===== src/rtl/mux_rr_arbiter_pkg.sv =====
// Shared constants and state encoding for the four-way round-robin mux arbiter.
package mux_rr_arbiter_pkg;

  localparam int unsigned NR_REQ  = 4;
  localparam int unsigned SEL_LEN = 2;

  typedef enum logic {
    EMPTY = 1'b0,
    FULL  = 1'b1
  } state_e;

endpackage


===== src/rtl/MuxKey.sv =====
// Library key/value mux: lut packs NR_KEY {key, data} pairs, the pair whose key matches drives out.
module MuxKey #(
  parameter int unsigned NR_KEY   = 2,
  parameter int unsigned KEY_LEN  = 1,
  parameter int unsigned DATA_LEN = 1
) (
  input  logic [KEY_LEN-1:0]                 key,
  input  logic [NR_KEY*(KEY_LEN+DATA_LEN)-1:0] lut,
  output logic [DATA_LEN-1:0]                out
);

  localparam int unsigned PAIR_LEN = KEY_LEN + DATA_LEN;

  // No match yields zero rather than a latch.
  always_comb begin
    out = '0;
    for (int unsigned i = 0; i < NR_KEY; i++) begin
      if (lut[i*PAIR_LEN+DATA_LEN +: KEY_LEN] == key) begin
        out = lut[i*PAIR_LEN +: DATA_LEN];
      end
    end
  end

endmodule


===== src/rtl/rr_pick4.sv =====
// Combinational round-robin pick over four requesters: rotate by ptr, fixed-priority encode, rotate back.
module rr_pick4
  import mux_rr_arbiter_pkg::*;
(
  input  logic [NR_REQ-1:0]  req_valid,
  input  logic [SEL_LEN-1:0] ptr,
  output logic               hit,
  output logic [SEL_LEN-1:0] g
);

  logic [2*NR_REQ-1:0] dbl;
  logic [NR_REQ-1:0]   rot;
  logic [SEL_LEN-1:0]  off;

  always_comb begin
    dbl = {req_valid, req_valid};
    rot = dbl[ptr +: NR_REQ];
    // Scan high to low so the lowest set offset from ptr wins.
    off = '0;
    for (int i = NR_REQ - 1; i >= 0; i--) begin
      if (rot[i]) off = SEL_LEN'(i);
    end
    hit = |req_valid;
    g   = off + ptr;
  end

endmodule


===== src/rtl/mux_rr_arbiter.sv =====
// Four-requester round-robin arbiter feeding one registered output slot with valid/ready handshake.
module mux_rr_arbiter
  import mux_rr_arbiter_pkg::*;
#(
  parameter int unsigned DATA_LEN = 8
) (
  input  logic                       clk,
  input  logic                       rst_n,
  input  logic [NR_REQ-1:0]          req_valid,
  input  logic [NR_REQ*DATA_LEN-1:0] req_data,
  output logic [NR_REQ-1:0]          req_ready,
  output logic                       out_valid,
  output logic [DATA_LEN-1:0]        out_data,
  output logic [SEL_LEN-1:0]         out_sel,
  input  logic                       out_ready
);

  localparam int unsigned PAIR_LEN = SEL_LEN + DATA_LEN;

  state_e                     state, state_nxt;
  logic [SEL_LEN-1:0]         ptr, g;
  logic                       hit, can_load, load;
  logic [DATA_LEN-1:0]        mux_data;
  logic [NR_REQ*PAIR_LEN-1:0] lut;

  rr_pick4 u_pick (
    .req_valid (req_valid),
    .ptr       (ptr),
    .hit       (hit),
    .g         (g)
  );

  // Pair each requester's word with its index for the keyed mux.
  always_comb begin
    lut = '0;
    for (int unsigned i = 0; i < NR_REQ; i++) begin
      lut[i*PAIR_LEN +: PAIR_LEN] = {SEL_LEN'(i), req_data[i*DATA_LEN +: DATA_LEN]};
    end
  end

  MuxKey #(
    .NR_KEY   (NR_REQ),
    .KEY_LEN  (SEL_LEN),
    .DATA_LEN (DATA_LEN)
  ) u_mux (
    .key (g),
    .lut (lut),
    .out (mux_data)
  );

  // Next state and accept strobe; load while draining keeps the slot full.
  always_comb begin
    state_nxt = state;
    req_ready = '0;
    can_load  = (state == EMPTY) | out_ready;
    load      = can_load & hit;
    if (load) begin
      req_ready = NR_REQ'(1) << g;
      state_nxt = FULL;
    end else if ((state == FULL) && out_ready) begin
      state_nxt = EMPTY;
    end
  end

  always_ff @(posedge clk or negedge rst_n) begin
    if (!rst_n) state <= EMPTY;
    else        state <= state_nxt;
  end

  // Slot payload and pointer move only on a transfer.
  always_ff @(posedge clk or negedge rst_n) begin
    if (!rst_n) begin
      out_data <= '0;
      out_sel  <= '0;
      ptr      <= '0;
    end else if (load) begin
      out_data <= mux_data;
      out_sel  <= g;
      ptr      <= g + SEL_LEN'(1);
    end
  end

  assign out_valid = (state == FULL);

endmodule


===== config.mk =====
export PLATFORM = sky130hd
export DESIGN_NAME = mux_rr_arbiter
export DESIGN_NICKNAME = d
export VERILOG_FILES = /design/src/rtl/mux_rr_arbiter_pkg.sv /design/src/rtl/MuxKey.sv /design/src/rtl/rr_pick4.sv /design/src/rtl/mux_rr_arbiter.sv
export SDC_FILE = /design/constraint.sdc
export NUM_CORES = 1
export LEC_CHECK = 0
export CAP_MARGIN = 20
export CORE_MARGIN = 10
export CORE_UTILIZATION = 42
export DETAILED_ROUTE_END_ITERATION = 8
export GPL_ROUTABILITY_DRIVEN = 0
export PLACE_DENSITY = 0.85
export SYNTH_ARGS = -nofsm -noshare
export SYNTH_HDL_FRONTEND = slang
export SYNTH_SLANG_ARGS = --single-unit

===== constraint.sdc =====
create_clock -name clk -period 9.81 [get_ports clk]
set_input_delay 1.962 -clock clk [delete_from_list [all_inputs] [get_ports clk]]
set_output_delay 1.962 -clock clk [all_outputs]
set_load 0.05 [all_outputs]

Word level (Yosys, flattened, before mapping)
Index checks and enable logic that the tools add are counted.
Operators by class
  shift-type cells: 2
  multiplexer cells: 11
  add/subtract/negate cells: 2
  bitwise gates (word level): 3
  equality and inequality tests: 3
  reduce and logical (&&, ||, !) cells: 4
Operator list (count)
  8-bit two-way mux: 4
  2-bit two-way mux: 4
  8-bit by 3-bit variable part select with 4-bit output: 1
  2-bit equality test (first input constant): 2
  4-bit two-way mux: 1
  4-bit OR reduction: 1
  1-bit by 2-bit left shift with 4-bit output (first input constant): 1
  2-bit by 1-bit adder with 2-bit output (second input constant): 1
  2-bit adder: 1
  1-bit by 2-bit equality test with 1-bit output (first input constant): 1
  2-bit zero test: 1
  1-bit two-way mux: 2
  2-bit nonzero test: 1
  1-bit bitwise AND: 1
  1-bit logical AND: 1
  1-bit inverter: 1
  1-bit bitwise OR: 1
Word-level totals
  bits in registers: 13
  input port bits: 39
  output and inout port bits: 15

Longest topological paths before layout
  word-level depth: 11
  depth in mapped cells: 14
  mapped depth without buffers: 12

Modules after synthesis
Synthesis repeated with hierarchy kept, for this count alone.
Second synthesis, totals
  cells, all modules: 118
  area, all modules: 1341.3 um2
Modules (own cells, without submodules)
  mux_rr_arbiter: instances 1, cells an instance 41, sequential area each 325.3 um2, area each 631.9 um2
  MuxKey: instances 1, cells an instance 55, sequential area each 0.0 um2, area each 548.0 um2
  rr_pick4: instances 1, cells an instance 22, sequential area each 0.0 um2, area each 161.4 um2

Least setup slack after synthesis
OpenSTA, ideal clock, no wires.
  kind: input to output
  from: in req_valid[2]
  to: out req_ready[3]
  arrival time: 4.939 ns
  required time: 7.848 ns
  stages on the path: 11
  setup slack: 2.909 ns
  path through: buf_6 > a221o_1 > nand2_1 > o221ai_1 > ha_1 > xor2_1 > xor2_1 > ha_1 > clkbuf_1 > inv_1 > nor3_1
Between the ends
  word-level cells in the longest chain between the ends: 8
  elaborated cells between the ends (all ways): 10
Ends and longest elaborated chain
  start, declared: RTL line mux_rr_arbiter.sv:9  | input logic [NR_REQ-1:0] req_valid,
  8-bit by 3-bit variable part select with 4-bit output *: RTL line rr_pick4.sv:17  | rot = dbl[ptr +: NR_REQ];
  2-bit two-way mux (3 in a row): RTL line rr_pick4.sv:21  | if (rot[i]) off = SEL_LEN'(i);
  2-bit two-way mux *: RTL line rr_pick4.sv:21
  2-bit adder *: RTL line rr_pick4.sv:24  | g = off + ptr;
  named net g[1]: RTL line mux_rr_arbiter.sv:21  | logic [SEL_LEN-1:0] ptr, g;
  1-bit by 2-bit left shift with 4-bit output *: RTL line mux_rr_arbiter.sv:58  | req_ready = NR_REQ'(1) << g;
  4-bit two-way mux *: RTL line mux_rr_arbiter.sv:57  | if (load) begin
  end, declared: RTL line mux_rr_arbiter.sv:11  | output logic [NR_REQ-1:0] req_ready,
Mark *: on every way through the listed nets, which the timed path passes. The rest lies on a longest branch.

Final worst setup path
  from: in req_valid[0]
  to: out req_ready[2]
Same word-level chain as after synthesis.

==> flow_metrics.py <==
metrics = {
    "cells_and_area": {
        "diodes": 0,
        "syn_to_final_growth_pct": 54.0,
        "finish.utilization_pct": 68.9,
        "drive_above_1_share_pct": 5.52,
        "num-nets-final": 208,
    },
    "synth": {
        "synthDistinctLibCells": 33,
        "synth_edf_count": 0,
        "ys_ff_latch": 13,
        "yosys_warnings": 0,
        "async_reset_ff_share_pct": 100,
        "syn_inst": 115,
        "ys.flop_type": "dfrtp_1",
        "avgSynthCellArea_um2": 8.77,
        "yosysSeqAreaShare_pct": 32.3,
        "synth_top_area_share_pct": 32.3,
        "yosys-top-cells-area": "dfrtp_1 32%, a221o_1 7.9%, ha_1 6.2%",
        "synth_largest_area_cell": "dfrtp_1",
        "synthesis.area_um2": 1010,
        "syn_nets": 159,
    },
    "clocking": {
        "cts_resized": 0,
        "ctsHoldBuffers": 0,
        "cts_setup_buffers": 0,
        "clk_pin_slew_ps": 80,
        "root_buffer": "clkbuf_4",
        "clock_path_buffers": 2,
        "h-tree-depth": 1,
        "clk_latency_ps": 280,
        "cts_buffers": 3,
        "clock-sinks": 13,
        "cts_tree": "yes",
    },
    "floorplanning": {
        "die-height_um": 69,
        "initial_utilization_pct": 44.7,
        "io_pins": 54,
        "rows": 17,
        "die-area_um2": 4760,
        "die_x_um": 69,
        "core_um2": 2250,
    },
    "detailed_routing": {
        "dr_total_vias": 1072,
        "met2_length_um": 1740,
        "first_pass_iters": 4,
        "drt-met1-wl_um": 1630,
        "wl_per_cell_um": 18.8,
        "post-route-drc-count": 0,
        "highest-signal-layer": "met4",
        "routed-wl-met3_um": 165,
        "drt_iter0_markers": 77,
        "drt-vias-per-instance": 5.61,
        "route.antenna.remaining_nets": 0,
        "wl_um": 3590,
    },
    "pwr": {
        "switching_share_pct": 53.5,
        "powerDensity_nw_per_um2": 445,
        "power.leakage_nw": 0.597,
        "p_switching_mw": 0.370,
        "pwr-share-seq_pct": 14.9,
        "clock_power_share_pct": 5.0,
        "combPwrFrac_pct": 80.0,
        "peakVddDrop_mv": 0.402,
        "p_int_mw": 0.322,
    },
    "global_routing": {
        "antenna_found_initial": 0,
        "grt-ovfl-total": 0,
        "grt_pass1_wl_um": 5750,
        "grt_max_degree": 25,
        "grt_usage_pct": 14.3,
        "grt_pass1_vias": 1070,
    },
    "timing": {
        "tightestPinTransition_ps": 854,
        "finalHoldViolCount": 0,
        "whs_ps": 518,
        "maxSlewHeadroom_pct": 43.0,
        "finalSetupViolCount": 0,
        "fin_ws_ps": 2020,
        "timing.final.crit_share_pct": 79.4,
        "fin_skew_ps": 1.40,
        "period_minus_slack_ps": 7790,
        "maxClockFrequency_ghz": 0.128,
        "maxSlewViolCount": 0,
        "rsz0062_at_grt": "no",
        "finalSetupTns_ps": 0,
    },
    "worst_hold_path": {
        "min_path_type": "reg -> reg",
    },
    "worst_setup_path": {
        "critical_path.cell_chain": "clkdlybuf4s50_1 > nor2_1 > a221o_1 > nand2_1 > o221ai_1 > ha_1 > xor2_1 > xor2_1 > ha_1 > clkinv_1 > nor3_1 > clkdlybuf4s50_1",
        "cp_slowest_cell": "clkdlybuf4s50_1",
        "crit_fanout": 9,
        "cp.buffers_inverters": 3,
        "critPathKind": "in -> out",
        "crit_path_end_kind": "output pin",
        "critPathMaxStageDelay_ps": 840,
        "worst-endpoint-required_ps": 7850,
        "startpoint_type": "input pin",
        "crit_arrival_ps": 5830,
        "critPathTopFamily": "buffers and inverters",
    },
    "run_status": {
        "status": "completed",
    },
    "placed_design": {
        "port_buffers": 53,
        "pre_cts_slack_ps": 2070,
        "place_hpwl_um": 2870,
    },
    "flow_run": {
        "cap_viol_max_count": 0,
    },
}
-- kinds of logic (layout without fill, tap and decap cells) --
| logic type | Yosys count | count (layout) | synth area share, % |
|---|---|---|---|
| buf+inv | 12 | 60 | 5.83 |
| mux | 3 | 3 | 3.72 |
| flops | 13 | 13 | 32.3 |
| fa+ha+maj | 5 | 5 | 6.20 |
| simple gates | 47 | 47 | 25.1 |
| xor+xnor | 3 | 3 | 2.61 |
| compound gates | 32 | 32 | 24.3 |
-- stage by stage --
step | cell area [um^2] | cells | total power [mW]
detailed placement | 1530 | 187 | 0.655
finish | 1550 | 191 | 0.692
global placement | 1530 | 187 | 0.640
floorplan | 1010 | 115 | 0.510
global route | 1550 | 191 | 0.747
CTS | 1550 | 191 | 0.692
-- layout make-up --
type	count	area, um^2
Clock buffer	4	26.3
Fill cell	197	702
Inverter	3	11.3
Multi-Input combinational cell	90	624
Sequential cell	13	325
Tap cell	28	35.0
Timing Repair Buffer	53	531
-- per-layer routing --
layer,up-vias,track usage (%)
li1,523,-
met4,0,2.88
met3,6,4.14
met1,504,18.5
met2,39,22.6
met5,-,0
-- synthesized netlist by cell type, types with 2 or more instances --
master	number
nor2b_1	6
nor3_1	4
dfrtp_1	13
and2_1	2
buf_2	5
o211ai_1	7
nand2_1	13
inv_1	2
clkbuf_1	3
nor3b_1	3
o21ai_0	2
a21oi_1	3
o221ai_1	2
mux2_2	2
a31oi_1	7
xor2_1	2
a221o_1	8
nor2_1	12
ha_1	5
-- power groups by stage --
| stage | Clock (mW) | Sequential (mW) | Combinational (mW) |
|---|---|---|---|
| floorplan | 0 | 0.169 | 0.340 |
| global placement | 0 | 0.104 | 0.536 |
| detailed placement | 0 | 0.105 | 0.550 |
| CTS | 0.0358 | 0.103 | 0.552 |
| global route | 0.0386 | 0.107 | 0.601 |
| finish | 0.0349 | 0.103 | 0.553 |
-- cell usage in the layout (no fill, tap or decap) --
master / instances
mux2_2: 2
and4_4: 1
nor2b_1: 6
nand3b_1: 1
clkbuf_1: 1
inv_1: 2
o221ai_1: 2
nor2_2: 1
dfrtp_1: 13
or2_1: 1
and2_1: 2
clkinv_1: 1
o211ai_1: 7
xnor2_1: 1
a32oi_1: 1
a21oi_1: 3
a211o_1: 1
xor2_1: 2
nor3b_1: 3
clkbuf_4: 3
nor2_1: 12
clkdlybuf4s50_1: 53
a31oi_1: 7
nor3_1: 4
mux2_4: 1
nand2_1: 13
a311oi_1: 1
or2b_1: 1
o21ai_0: 2
ha_1: 5
a221o_1: 8
nor4_4: 1
nand2b_1: 1
-- sequential cells by signal, summed over array words and instances, names as in the netlist --
| signal | count |
|---|---|
| out_data | 8 |
| out_sel | 2 |
| ptr | 2 |
| out_valid | 1 |
-- final timing paths --
check	from	end	cells past startpoint	slack (ps)
max reg2reg	ptr[0]	out_data[3]	12	6510
max	req_valid[0]	req_ready[2]	12	2020
min in group asynchronous	rst_n	out_data[5]	1	2050
max in group asynchronous	rst_n	out_data[6]	1	7360
min	out_sel[0]	out_sel[0]	1	520
min reg2reg	out_sel[0]	out_sel[0]	1	520
No activity file was read; power rests on OpenSTA's default activity.
